[config.mk]
export PLATFORM = sky130hd
export DESIGN_NAME = stp_fsm_param
export DESIGN_NICKNAME = d
export VERILOG_FILES = /design/src/rtl/stp_pkg.sv /design/src/rtl/stp_coef_addr_gen.sv /design/src/rtl/stp_fsm_param.sv
export SDC_FILE = /design/constraint.sdc
export NUM_CORES = 1
export LEC_CHECK = 0
export CORE_AREA = 3 3 93 77
export DETAILED_ROUTE_END_ITERATION = 8
export DIE_AREA = 0 0 96 80
export MAX_ROUTING_LAYER = met4
export PLACE_DENSITY = 0.85
export SLEW_MARGIN = 20
export SYNTH_ARGS = -nofsm -noshare
export SYNTH_HDL_FRONTEND = slang
export SYNTH_SLANG_ARGS = --single-unit
[constraint.sdc]
create_clock -name clk -period 2.66 [get_ports clk]
set_input_delay 0.399 -clock clk [delete_from_list [all_inputs] [get_ports clk]]
set_output_delay 0.399 -clock clk [all_outputs]
set_load 0.02 [all_outputs]
[src/rtl/stp_pkg.sv]
// Shared definitions for the store-polynomial (STP) controller.
//   - stp_state_e : controller state encoding
//   - STP_*       : completion codes reported in status[1:0]
//   - stp_log2    : ceiling log2 used to size ports from the parameters
//   - make_status : packs a completion code and slot number into the status word
package stp_pkg;

    typedef enum logic [2:0] {
        ST_IDLE    = 3'd0,
        ST_CHECK   = 3'd1,
        ST_LOAD    = 3'd2,
        ST_WRITE_N = 3'd3,
        ST_DONE    = 3'd4
    } stp_state_e;

    localparam logic [1:0] STP_OK         = 2'd0;
    localparam logic [1:0] STP_BAD_DEGREE = 2'd1;
    localparam logic [1:0] STP_ABORTED    = 2'd2;

    // Ceiling log2; returns 0 for values of 0 or 1.
    function automatic int stp_log2(input int value);
        int result_v;
        result_v = 0;
        for (int i = 0; i < 31; i++) begin
            if ((32'd1 << i) < value) begin
                result_v = i + 1;
            end else begin
                result_v = result_v;
            end
        end
        return result_v;
    endfunction

    // status layout: [15:8] slot, [1:0] completion code, all other bits zero.
    function automatic logic [31:0] make_status(input logic [1:0] code,
                                                input logic [7:0] slot);
        return {16'h0000, slot, 6'b000000, code};
    endfunction

endpackage

[src/rtl/stp_coef_addr_gen.sv]
// Coefficient address generator for the STP controller.
// Holds the coefficient index k, the slot base address A*SD and the data-buffer
// read pointer. 'load' captures a new slot/pointer and clears k; 'advance'
// (one consumed word) bumps k and the pointer, which wraps at buffer_size.
// Ports:
//   clk, rst     clock, synchronous active-high reset
//   load         capture a_in/ptr_in, clear k
//   advance      one coefficient consumed this cycle
//   a_in         target slot
//   ptr_in       starting read pointer
//   k_out        coefficients consumed so far
//   wr_addr_s    coefficient-memory address of the current word (base + k)
//   ptr_out      current read pointer
module stp_coef_addr_gen #(
    parameter int a_w         = 3,
    parameter int n_w         = 5,
    parameter int ptr_w       = 10,
    parameter int s_addr_w    = 7,
    parameter int sd          = 16,
    parameter int buffer_size = 1024
) (
    input  logic                clk,
    input  logic                rst,
    input  logic                load,
    input  logic                advance,
    input  logic [a_w-1:0]      a_in,
    input  logic [ptr_w-1:0]    ptr_in,
    output logic [n_w-1:0]      k_out,
    output logic [s_addr_w-1:0] wr_addr_s,
    output logic [ptr_w-1:0]    ptr_out
);

    localparam logic [ptr_w-1:0] ptr_last = ptr_w'(buffer_size - 1);

    logic [n_w-1:0]      k_q,    k_d;
    logic [s_addr_w-1:0] base_q, base_d;
    logic [ptr_w-1:0]    ptr_q,  ptr_d;

    // Counter, slot base and read-pointer registers.
    always_ff @(posedge clk) begin
        if (rst) begin
            k_q    <= '0;
            base_q <= '0;
            ptr_q  <= '0;
        end else begin
            k_q    <= k_d;
            base_q <= base_d;
            ptr_q  <= ptr_d;
        end
    end

    // Next-state: load a new instruction, or step on each consumed word.
    always_comb begin
        k_d    = k_q;
        base_d = base_q;
        ptr_d  = ptr_q;
        if (load) begin
            k_d    = '0;
            base_d = s_addr_w'(a_in) * s_addr_w'(sd);
            ptr_d  = ptr_in;
        end else if (advance) begin
            k_d = k_q + n_w'(1);
            // Explicit wrap so non-power-of-two buffer depths also work.
            if (ptr_q == ptr_last) begin
                ptr_d = '0;
            end else begin
                ptr_d = ptr_q + ptr_w'(1);
            end
        end else begin
            k_d = k_q;
        end
    end

    assign k_out     = k_q;
    assign wr_addr_s = base_q + s_addr_w'(k_q);
    assign ptr_out   = ptr_q;

endmodule

[src/rtl/stp_fsm_param.sv]
// Store-polynomial controller. On start_stp it latches slot A, degree N and the
// buffer read pointer, rejects degrees above max_degree, streams N+1
// coefficients from a first-word-fall-through buffer into slot A of the
// coefficient memory (stalling while data_valid is low), writes N into the
// degree memory and pulses done_stp. abort ends the instruction early without
// touching the degree memory.
// Ports:
//   clk, rst               clock, synchronous active-high reset
//   start_stp, abort       start request (IDLE only) / early termination
//   A, N, rd_addr_data     slot, degree, starting read pointer (latched on start)
//   data_in, data_valid    buffer word at the read pointer and its valid flag
//   en_rd_data             pop strobe, same cycle as the word is used
//   rd_addr_data_updated   read pointer after consumed words
//   en_wr_S/wr_addr_S/c    coefficient memory write port
//   en_wr_N/wr_addr_N/N_out degree memory write port
//   busy, done_stp         in flight / one-cycle completion pulse
//   result, status         coefficients written / code + slot, held until next start
module stp_fsm_param
    import stp_pkg::*;
#(
    parameter int word_size   = 16,
    parameter int buffer_size = 1024,
    parameter int num_slots   = 8,
    parameter int max_degree  = 15
) (
    input  logic                                          clk,
    input  logic                                          rst,
    input  logic                                          start_stp,
    input  logic                                          abort,
    input  logic [stp_log2(num_slots)-1:0]                A,
    input  logic [stp_log2(max_degree+1):0]               N,
    input  logic [stp_log2(buffer_size)-1:0]              rd_addr_data,
    input  logic [word_size-1:0]                          data_in,
    input  logic                                          data_valid,
    output logic                                          en_rd_data,
    output logic [stp_log2(buffer_size)-1:0]              rd_addr_data_updated,
    output logic                                          en_wr_S,
    output logic [stp_log2(num_slots*(max_degree+1))-1:0] wr_addr_S,
    output logic [word_size-1:0]                          c,
    output logic                                          en_wr_N,
    output logic [stp_log2(num_slots)-1:0]                wr_addr_N,
    output logic [stp_log2(max_degree+1):0]               N_out,
    output logic                                          busy,
    output logic                                          done_stp,
    output logic [31:0]                                   result,
    output logic [31:0]                                   status
);

    localparam int a_w      = stp_log2(num_slots);
    localparam int n_w      = stp_log2(max_degree + 1) + 1;
    localparam int ptr_w    = stp_log2(buffer_size);
    localparam int sd       = max_degree + 1;
    localparam int s_addr_w = stp_log2(num_slots * sd);

    localparam logic [n_w-1:0] max_deg_c = n_w'(max_degree);

    stp_state_e          state_q,  state_d;
    logic [a_w-1:0]      a_q,      a_d;
    logic [n_w-1:0]      n_q,      n_d;
    logic [31:0]         result_q, result_d;
    logic [31:0]         status_q, status_d;

    logic                load_s;
    logic [n_w-1:0]      k_s;
    logic [s_addr_w-1:0] addr_s;
    logic [ptr_w-1:0]    ptr_s;
    logic                last_s;

    stp_coef_addr_gen #(
        .a_w        (a_w),
        .n_w        (n_w),
        .ptr_w      (ptr_w),
        .s_addr_w   (s_addr_w),
        .sd         (sd),
        .buffer_size(buffer_size)
    ) u_addr_gen (
        .clk       (clk),
        .rst       (rst),
        .load      (load_s),
        .advance   (en_rd_data),
        .a_in      (A),
        .ptr_in    (rd_addr_data),
        .k_out     (k_s),
        .wr_addr_s (addr_s),
        .ptr_out   (ptr_s)
    );

    // The word being consumed now is coefficient N, i.e. the final one.
    assign last_s               = (k_s == n_q);
    assign rd_addr_data_updated = ptr_s;
    assign result               = result_q;
    assign status               = status_q;

    // State, latched instruction fields and completion registers.
    always_ff @(posedge clk) begin
        if (rst) begin
            state_q  <= ST_IDLE;
            a_q      <= '0;
            n_q      <= '0;
            result_q <= 32'd0;
            status_q <= 32'd0;
        end else begin
            state_q  <= state_d;
            a_q      <= a_d;
            n_q      <= n_d;
            result_q <= result_d;
            status_q <= status_d;
        end
    end

    // Next-state and output decode; abort takes priority over any strobe.
    always_comb begin
        state_d    = state_q;
        a_d        = a_q;
        n_d        = n_q;
        result_d   = result_q;
        status_d   = status_q;
        load_s     = 1'b0;
        en_rd_data = 1'b0;
        en_wr_S    = 1'b0;
        wr_addr_S  = '0;
        c          = '0;
        en_wr_N    = 1'b0;
        wr_addr_N  = '0;
        N_out      = '0;
        busy       = (state_q != ST_IDLE);
        done_stp   = (state_q == ST_DONE);

        case (state_q)
            ST_IDLE: begin
                if (start_stp) begin
                    state_d  = ST_CHECK;
                    a_d      = A;
                    n_d      = N;
                    load_s   = 1'b1;
                    result_d = 32'd0;
                    status_d = 32'd0;
                end else begin
                    state_d = ST_IDLE;
                end
            end

            ST_CHECK: begin
                if (abort) begin
                    state_d  = ST_DONE;
                    result_d = 32'd0;
                    status_d = make_status(STP_ABORTED, 8'(a_q));
                end else if (n_q > max_deg_c) begin
                    state_d  = ST_DONE;
                    result_d = 32'd0;
                    status_d = make_status(STP_BAD_DEGREE, 8'(a_q));
                end else begin
                    state_d = ST_LOAD;
                end
            end

            ST_LOAD: begin
                if (abort) begin
                    state_d  = ST_DONE;
                    result_d = 32'(k_s);
                    status_d = make_status(STP_ABORTED, 8'(a_q));
                end else if (data_valid) begin
                    en_rd_data = 1'b1;
                    en_wr_S    = 1'b1;
                    wr_addr_S  = addr_s;
                    c          = data_in;
                    if (last_s) begin
                        state_d = ST_WRITE_N;
                    end else begin
                        state_d = ST_LOAD;
                    end
                end else begin
                    state_d = ST_LOAD;
                end
            end

            ST_WRITE_N: begin
                if (abort) begin
                    // Degree memory is left untouched so the slot keeps its old degree.
                    state_d  = ST_DONE;
                    result_d = 32'(k_s);
                    status_d = make_status(STP_ABORTED, 8'(a_q));
                end else begin
                    en_wr_N   = 1'b1;
                    wr_addr_N = a_q;
                    N_out     = n_q;
                    state_d   = ST_DONE;
                    result_d  = 32'(k_s);
                    status_d  = make_status(STP_OK, 8'(a_q));
                end
            end

            ST_DONE: begin
                state_d = ST_IDLE;
            end

            default: begin
                state_d = ST_IDLE;
            end
        endcase
    end

endmodule

==> results of run 1 <==
==> area by class of cell <==
type | instances | area, sq um | share of cell area [%]
Clock buffer | 8 | 90.1 | 2.62
Sequential cell | 36 | 721 | 20.9
Inverter | 3 | 11.3 | 0.327
Multi-Input combinational cell | 243 | 1410 | 41.1
Timing Repair Buffer | 109 | 1100 | 32.0
Tap cell | 84 | 105 | 3.05
==> layer usage <==
| layer | vias to the layer above | wire length (um) | GRT usage (%) |
|---|---|---|---|
| met3 | 6 | 682 | 3.11 |
| met4 | 0 | 61 | 4.69 |
| met1 | 1070 | 2880 | 22.4 |
| met5 | - | 0 | - |
| met2 | 140 | 3400 | 29.2 |
| li1 | 1153 | - | - |
==> where the power goes <==
part           switching (mW)  leakage [nW]  total (mW)  internal, mW
Combinational           0.204          1.43       0.342         0.137
Clock                   0.182        0.0455       0.393         0.211
Sequential             0.0354         0.293       0.601         0.565
==> synth_stat cells (3+ instances only) <==
master and count:
buf_2 3, a211oi_1 4, inv_1 3, clkbuf_1 14, xnor2_1 5, a21oi_1 27
and3_1 25, nor3_1 3, nand2_1 20, and2_1 10, ha_1 4, nand4_1 14
buf_4 55, dfxtp_1 36, nand3_1 8, a22oi_1 8, nor2_1 10, xor2_1 7
o21ai_0 14
==> cells by family (layout without fill, tap and decap cells) <==
| group | after synthesis | after routing | share of synthesized area (%) |
|---|---|---|---|
| compound gates | 64 | 64 | 16.0 |
| fa+ha+maj | 4 | 4 | 2.04 |
| xor+xnor | 12 | 12 | 4.29 |
| other cells | 1 | 54 | 0.153 |
| buf+inv | 77 | 120 | 21.4 |
| flops | 36 | 36 | 29.4 |
| simple gates | 108 | 108 | 26.3 |
| mux | 1 | 1 | 0.409 |
==> per-stage QoR <==
| step | setup TNS, ps | area, sq um |
|---|---|---|
| 2_1_floorplan | 0 | 2650 |
| 3_3_place_gp | -109 | 3310 |
| 3_5_place_dp | -94.4 | 3310 |
| 4_1_cts | 0 | 3400 |
| 5_1_grt | 0 | 3440 |
| 6_report | 0 | 3440 |
==> registers in the layout, summed over array words and instances, names as in the netlist <==
register            cells
a_q                     3
result                  5
u_addr_gen.ptr_out     10
state_q                 3
n_q                     5
u_addr_gen.k_out        5
status                  5
==> worst paths after layout <==
check,start,endpoint,depth (start not counted)
worst min register to register,result[3],result[3],2
worst min-delay path,result[3],result[3],2
worst max register to register,state_q[1],status[9],5
worst max-delay path,abort,N_out[4],6
==> worst max-delay path, stage by stage <==
cell	delay (ps)
clkdlybuf4s50_1	430
buf_4	160
nor2_1	130
and3_2	280
and2_1	150
clkdlybuf4s50_1	600
==> metrics.md, run 1 <==
| Metric | Value |
|---|---|
| TritonCTS clock tree | `yes` |
| Core Region | `6340 sq um` |
| Top post-synthesis cells by area | `dfxtp_1, buf_4, and3_1` |
| Die Area | `7680 sq um` |
| Root Buffer Master | `clkbuf_8` |
| Post-DP HPWL | `5370 um` |
| Most common cell after layout, fill and taps aside | `clkdlybuf4s50_1` |
| Initial antenna violation count | `0` |
| Internal reg-to-reg setup slack | `530 ps` |
| Pins Over Slew Limit | `0` |
| Worst setup SP type | `input port` |
| Max Clk Rate | `390 MHz` |
| Fin crit period | `2570 ps` |
| Vias | `2,369` |
| LEAKAGE | `1.77 nW` |
| Crit Path Max Fanout | `9` |
| Final period util | `96.5%` |
| Hold WS | `480 ps` |
| Total wire length | `7020 um` |
| Longest Clk Path Bufs | `2` |
| Site row count | `26` |
| Layout cells sized above 1 | `7.77%` |
| Grt total ovfl | `0` |
| Dominant synthesized flop cell | `dfxtp_1` |
| Status | `finished, final reports clean` |
| Setup-failing EPs final | `0` |
| Setup CP Type | `input port to output port` |
| Worst-path clk slew | `70 ps` |
| Final #Nets | `441` |
| Largest net degree at the start of global routing | `28` |
| Post-synth top area share | `29.4%` |
| Wire per inst | `14.5 um` |
| Post-Syn Area per Cell | `8.08 sq um` |
| Non-Filler Instances | `483` |
| TritonCTS Buffers | `5` |
| 1st-iter DRT viols | `136` |
| Number of global-route vias before repair | `2,177` |
| I/O pin cnt | `149` |
| First-pass GRT wire length | `10,500 um` |
| Max Cap Viol | `0` |
| Starting Density | `38.6%` |
| Vias per inst | `4.90` |
| Overall global routing resource usage | `17.8%` |
| Commonest non-fill, non-tap cells in the layout | `clkdlybuf4s50_1, conb_1, dfxtp_1` |
| Pwr Total | `1.34 mW` |
| Post-Syn Instances | `303` |
| Max_slew headroom | `34.0%` |
| FFs w/ async S/R, synth | `0%` |
| DP Worst Slack | `-37.1 ps` |
| Largest area contributor in the netlist | `dfxtp_1` |
| Number of synthesized flops with an enable pin | `0` |
| Yosys reg bits | `36` |
| WP data arrival | `2170 ps` |
| Post-route ant nets | `0` |
| Final WS setup | `94.1 ps` |
| Worst hold path type | `register to register` |
| YS warnings | `0` |
| Post-synthesis cell area | `2450 sq um` |
| Clk Latency, worst-skew pair | `280 ps` |
| IO buf count | `94` |
| Worst path required time | `2260 ps` |
| Diode count | `0` |
| CTS Hold Buffers Added | `0` |
| CTS sink count | `36` |
| RSZ-0062 raised after global routing | `no` |
| Final routed DRC violation total | `0` |
| Endpoints failing hold | `0` |
| DRT Pass-1 Iters | `4` |
| Sequential area share after synthesis | `29.4%` |
| Endpoint type of the worst setup path | `output port` |
| H-tree levels | `2` |
| Setup Fix Bufs, Post-CTS | `0` |
| Power density over cell area | `388 nW/um^2` |
| Area Overhead vs Synth | `40.6%` |
| Fillers | `581` |
| Worst Tran Pin Value | `980 ps` |
| Number of distinct library cells after synthesis | `45` |
| Fin util | `54.3%` |
| Die Wd | `96 um` |
| Clk_skew | `4.99 ps` |
| Placed cell count | `475` |
| Die height | `80 um` |
| Global placer's final weighted congestion | `0.864` |
| Peak supply drop | `0.222 mV` |
| Post-cts resize count | `6` |
Note: power is estimated with default switching activity, not from simulation.
==> run 2: changes to the inputs <==
--- a/config.mk
+++ b/config.mk
@@ -10,6 +10,7 @@
 export DIE_AREA = 0 0 96 80
 export MAX_ROUTING_LAYER = met4
 export PLACE_DENSITY = 0.85
+export REMOVE_ABC_BUFFERS = 1
 export SLEW_MARGIN = 20
 export SYNTH_ARGS = -nofsm -noshare
 export SYNTH_HDL_FRONTEND = slang
==> run 2 against run 1 <==
- critical path depth fell by 2
- first-iteration DRC count fell by 5.9%
- total power is 6.3% higher
- highest routed layer unchanged
==> metrics.md, run 2 (synthesis results as in run 1) <==
| Metric | Value |
|---|---|
| Max Clk Rate | `388 MHz` |
| Final period util | `96.8%` |
| Core Region | `6340 sq um` |
| Critical-path top delay cell | `clkdlybuf4s50_1` |
| Worst setup SP type | `input port` |
| Fin area | `3410 sq um` |
| Total wire length | `7060 um` |
| Vias | `2,367` |
| Pins Over Slew Limit | `0` |
| Max_slew headroom | `52.0%` |
| Critical Path Most Common Cell | `clkdlybuf4s50_1` |
| Commonest non-fill, non-tap cells in the layout | `clkdlybuf4s50_1, conb_1, dfxtp_1` |
| Max Cap Viol | `0` |
| Setup CP Type | `input port to output port` |
| TritonCTS clock tree | `yes` |
| Root Buffer Master | `clkbuf_8` |
| Grt total ovfl | `0` |
| Switching Share | `31.0%` |
| CP cell instances | `clkdlybuf4s50_1 > or4b_4 > nor2_8 > clkdlybuf4s50_1` |
| Worst-path clk slew | `80 ps` |
| Final routed DRC violation total | `0` |
| Fin crit period | `2580 ps` |
| Logic pwr share | `23.9%` |
| Longest Clk Path Bufs | `2` |
| Setup-failing EPs final | `0` |
| CTS sink count | `36` |
| Worst path required time | `2260 ps` |
| Die Area | `7680 sq um` |
| CP Buf/Inv Count | `2` |
| H-tree levels | `2` |
| Initial antenna violation count | `0` |
| Fin util | `53.7%` |
| Most common cell after layout, fill and taps aside | `clkdlybuf4s50_1` |
| Final #Nets | `440` |
| Vias per inst | `4.91` |
| Worst hold path type | `register to register` |
| Sequential Power Share | `42.5%` |
| Layout cells sized above 1 | `7.29%` |
| Die Wd | `96 um` |
| Clk_skew | `8.52 ps` |
| Clk Latency, worst-skew pair | `290 ps` |
| Wire per inst | `14.7 um` |
| Post-route ant nets | `0` |
| First-pass GRT wire length | `10,800 um` |
| Placed cell areas | `3320 sq um` |
| Worst Tran Pin Value | `717 ps` |
| CTS Hold Buffers Added | `0` |
| RSZ-0062 raised after global routing | `no` |
| Hold WS | `475 ps` |
| Endpoints failing hold | `0` |
| P_sw | `0.440 mW` |
| LEAKAGE | `1.62 nW` |
| Max FFs per register | `10` |
| Overall global routing resource usage | `18.6%` |
| CP max stage delay | `620 ps` |
| Number of global-route vias before repair | `2,210` |
| IO buf count | `94` |
| Post-DP HPWL | `5620 um` |
| Peak supply drop | `0.154 mV` |
| Clk pwr share | `33.6%` |
| Crit Path Max Fanout | `3` |
| Die height | `80 um` |
| Status | `finished, final reports clean` |
| Diode count | `0` |
| DRT Pass-1 Iters | `4` |
| Fillers | `604` |
| Site row count | `26` |
| 1st-iter DRT viols | `128` |
| Global placer's final weighted congestion | `0.788` |
| Crit path max-delay family | `buffers and inverters` |
| Endpoint type of the worst setup path | `output port` |
| Starting Density | `38.6%` |
| Cell Int Power | `0.980 mW` |
| I/O pin cnt | `149` |
| TritonCTS Buffers | `5` |
| WP data arrival | `2180 ps` |
| Area Overhead vs Synth | `39.2%` |
| Power density over cell area | `417 nW/um^2` |
| Setup Fix Bufs, Post-CTS | `0` |
| Largest net degree at the start of global routing | `28` |
-- run 2: changes by cell type in the layout (fill, tap and decap cells not counted), sizes merged, moves of 2 or more --
cell | before | now
buf | 16 | 14
clkbuf | 8 | 6
clkdlybuf4s50 | 69 | 66
dlygate4sd2 | 6 | 23
dlymetal6s2s | 18 | 5
-- run 2: power groups by stage --
stage | Clock [mW] | Sequential, mW | Combinational [mW]
global route | 0.512 | 0.609 | 0.368
finish | 0.477 | 0.604 | 0.340
CTS | 0.487 | 0.603 | 0.339
detailed placement | 0 | 0.615 | 0.339
global placement | 0 | 0.614 | 0.333
floorplan | 0 | 0.622 | 0.165
-- run 2: routing by layer --
metal	track usage, %	vias to the layer above	share of wire (%)
li1	-	1145	-
met1	23.0	1105	43
met3	4.34	7	7.1
met4	3.84	0	0.99
met5	-	-	0
met2	30.9	110	49
-- run 2: metrics by stage --
step	std cells	setup TNS [ps]	total power [mW]	setup WS, ps
2_1_floorplan	282	0	0.787	406
3_3_place_gp	474	-154	0.947	-41.5
3_5_place_dp	474	-646	0.954	-55.1
4_1_cts	482	0	1.43	7.42
5_1_grt	482	0	1.49	13.5
6_report	482	0	1.42	84.4
-- run 2: timing repair --
action	in CTS	in global routing
endpoints found under the setup margin	23	5
hold endpoints to repair	0	0
resized for setup	23	5
-- run 2: area by class of cell --
class,count,area [sq um],area share [%]
multi-input combinational,243,1420,41.7
clock inverter,2,35.0,1.03
tap,84,105,3.08
inverter,3,11.3,0.330
sequential,36,721,21.1
timing repair buffer,108,1040,30.6
clock buffer,6,72.6,2.13
-- run 2: worst min-delay path, stage by stage (launching register included) --
cell     delay [ps]
dfxtp_1         310
o21ai_0          60
a21oi_1          60
-- run 2: path summary, 6_finish.rpt --
path	endpoint	slack [ps]	cells past startpoint	startpoint
max	en_rd_data	80	4	abort
min	status[1]	470	2	status[1]
max reg2reg	state_q[0]	770	5	state_q[2]
min reg2reg	status[1]	470	2	status[1]
==> run 3: changes to the inputs <==
--- a/config.mk
+++ b/config.mk
@@ -8,6 +8,7 @@
 export CORE_AREA = 3 3 93 77
 export DETAILED_ROUTE_END_ITERATION = 8
 export DIE_AREA = 0 0 96 80
+export HOLD_SLACK_MARGIN = 0.05
 export MAX_ROUTING_LAYER = met4
 export PLACE_DENSITY = 0.85
 export REMOVE_ABC_BUFFERS = 1
==> results of run 3 <==
Final layout, timing and power as in run 2 (identical DEF).
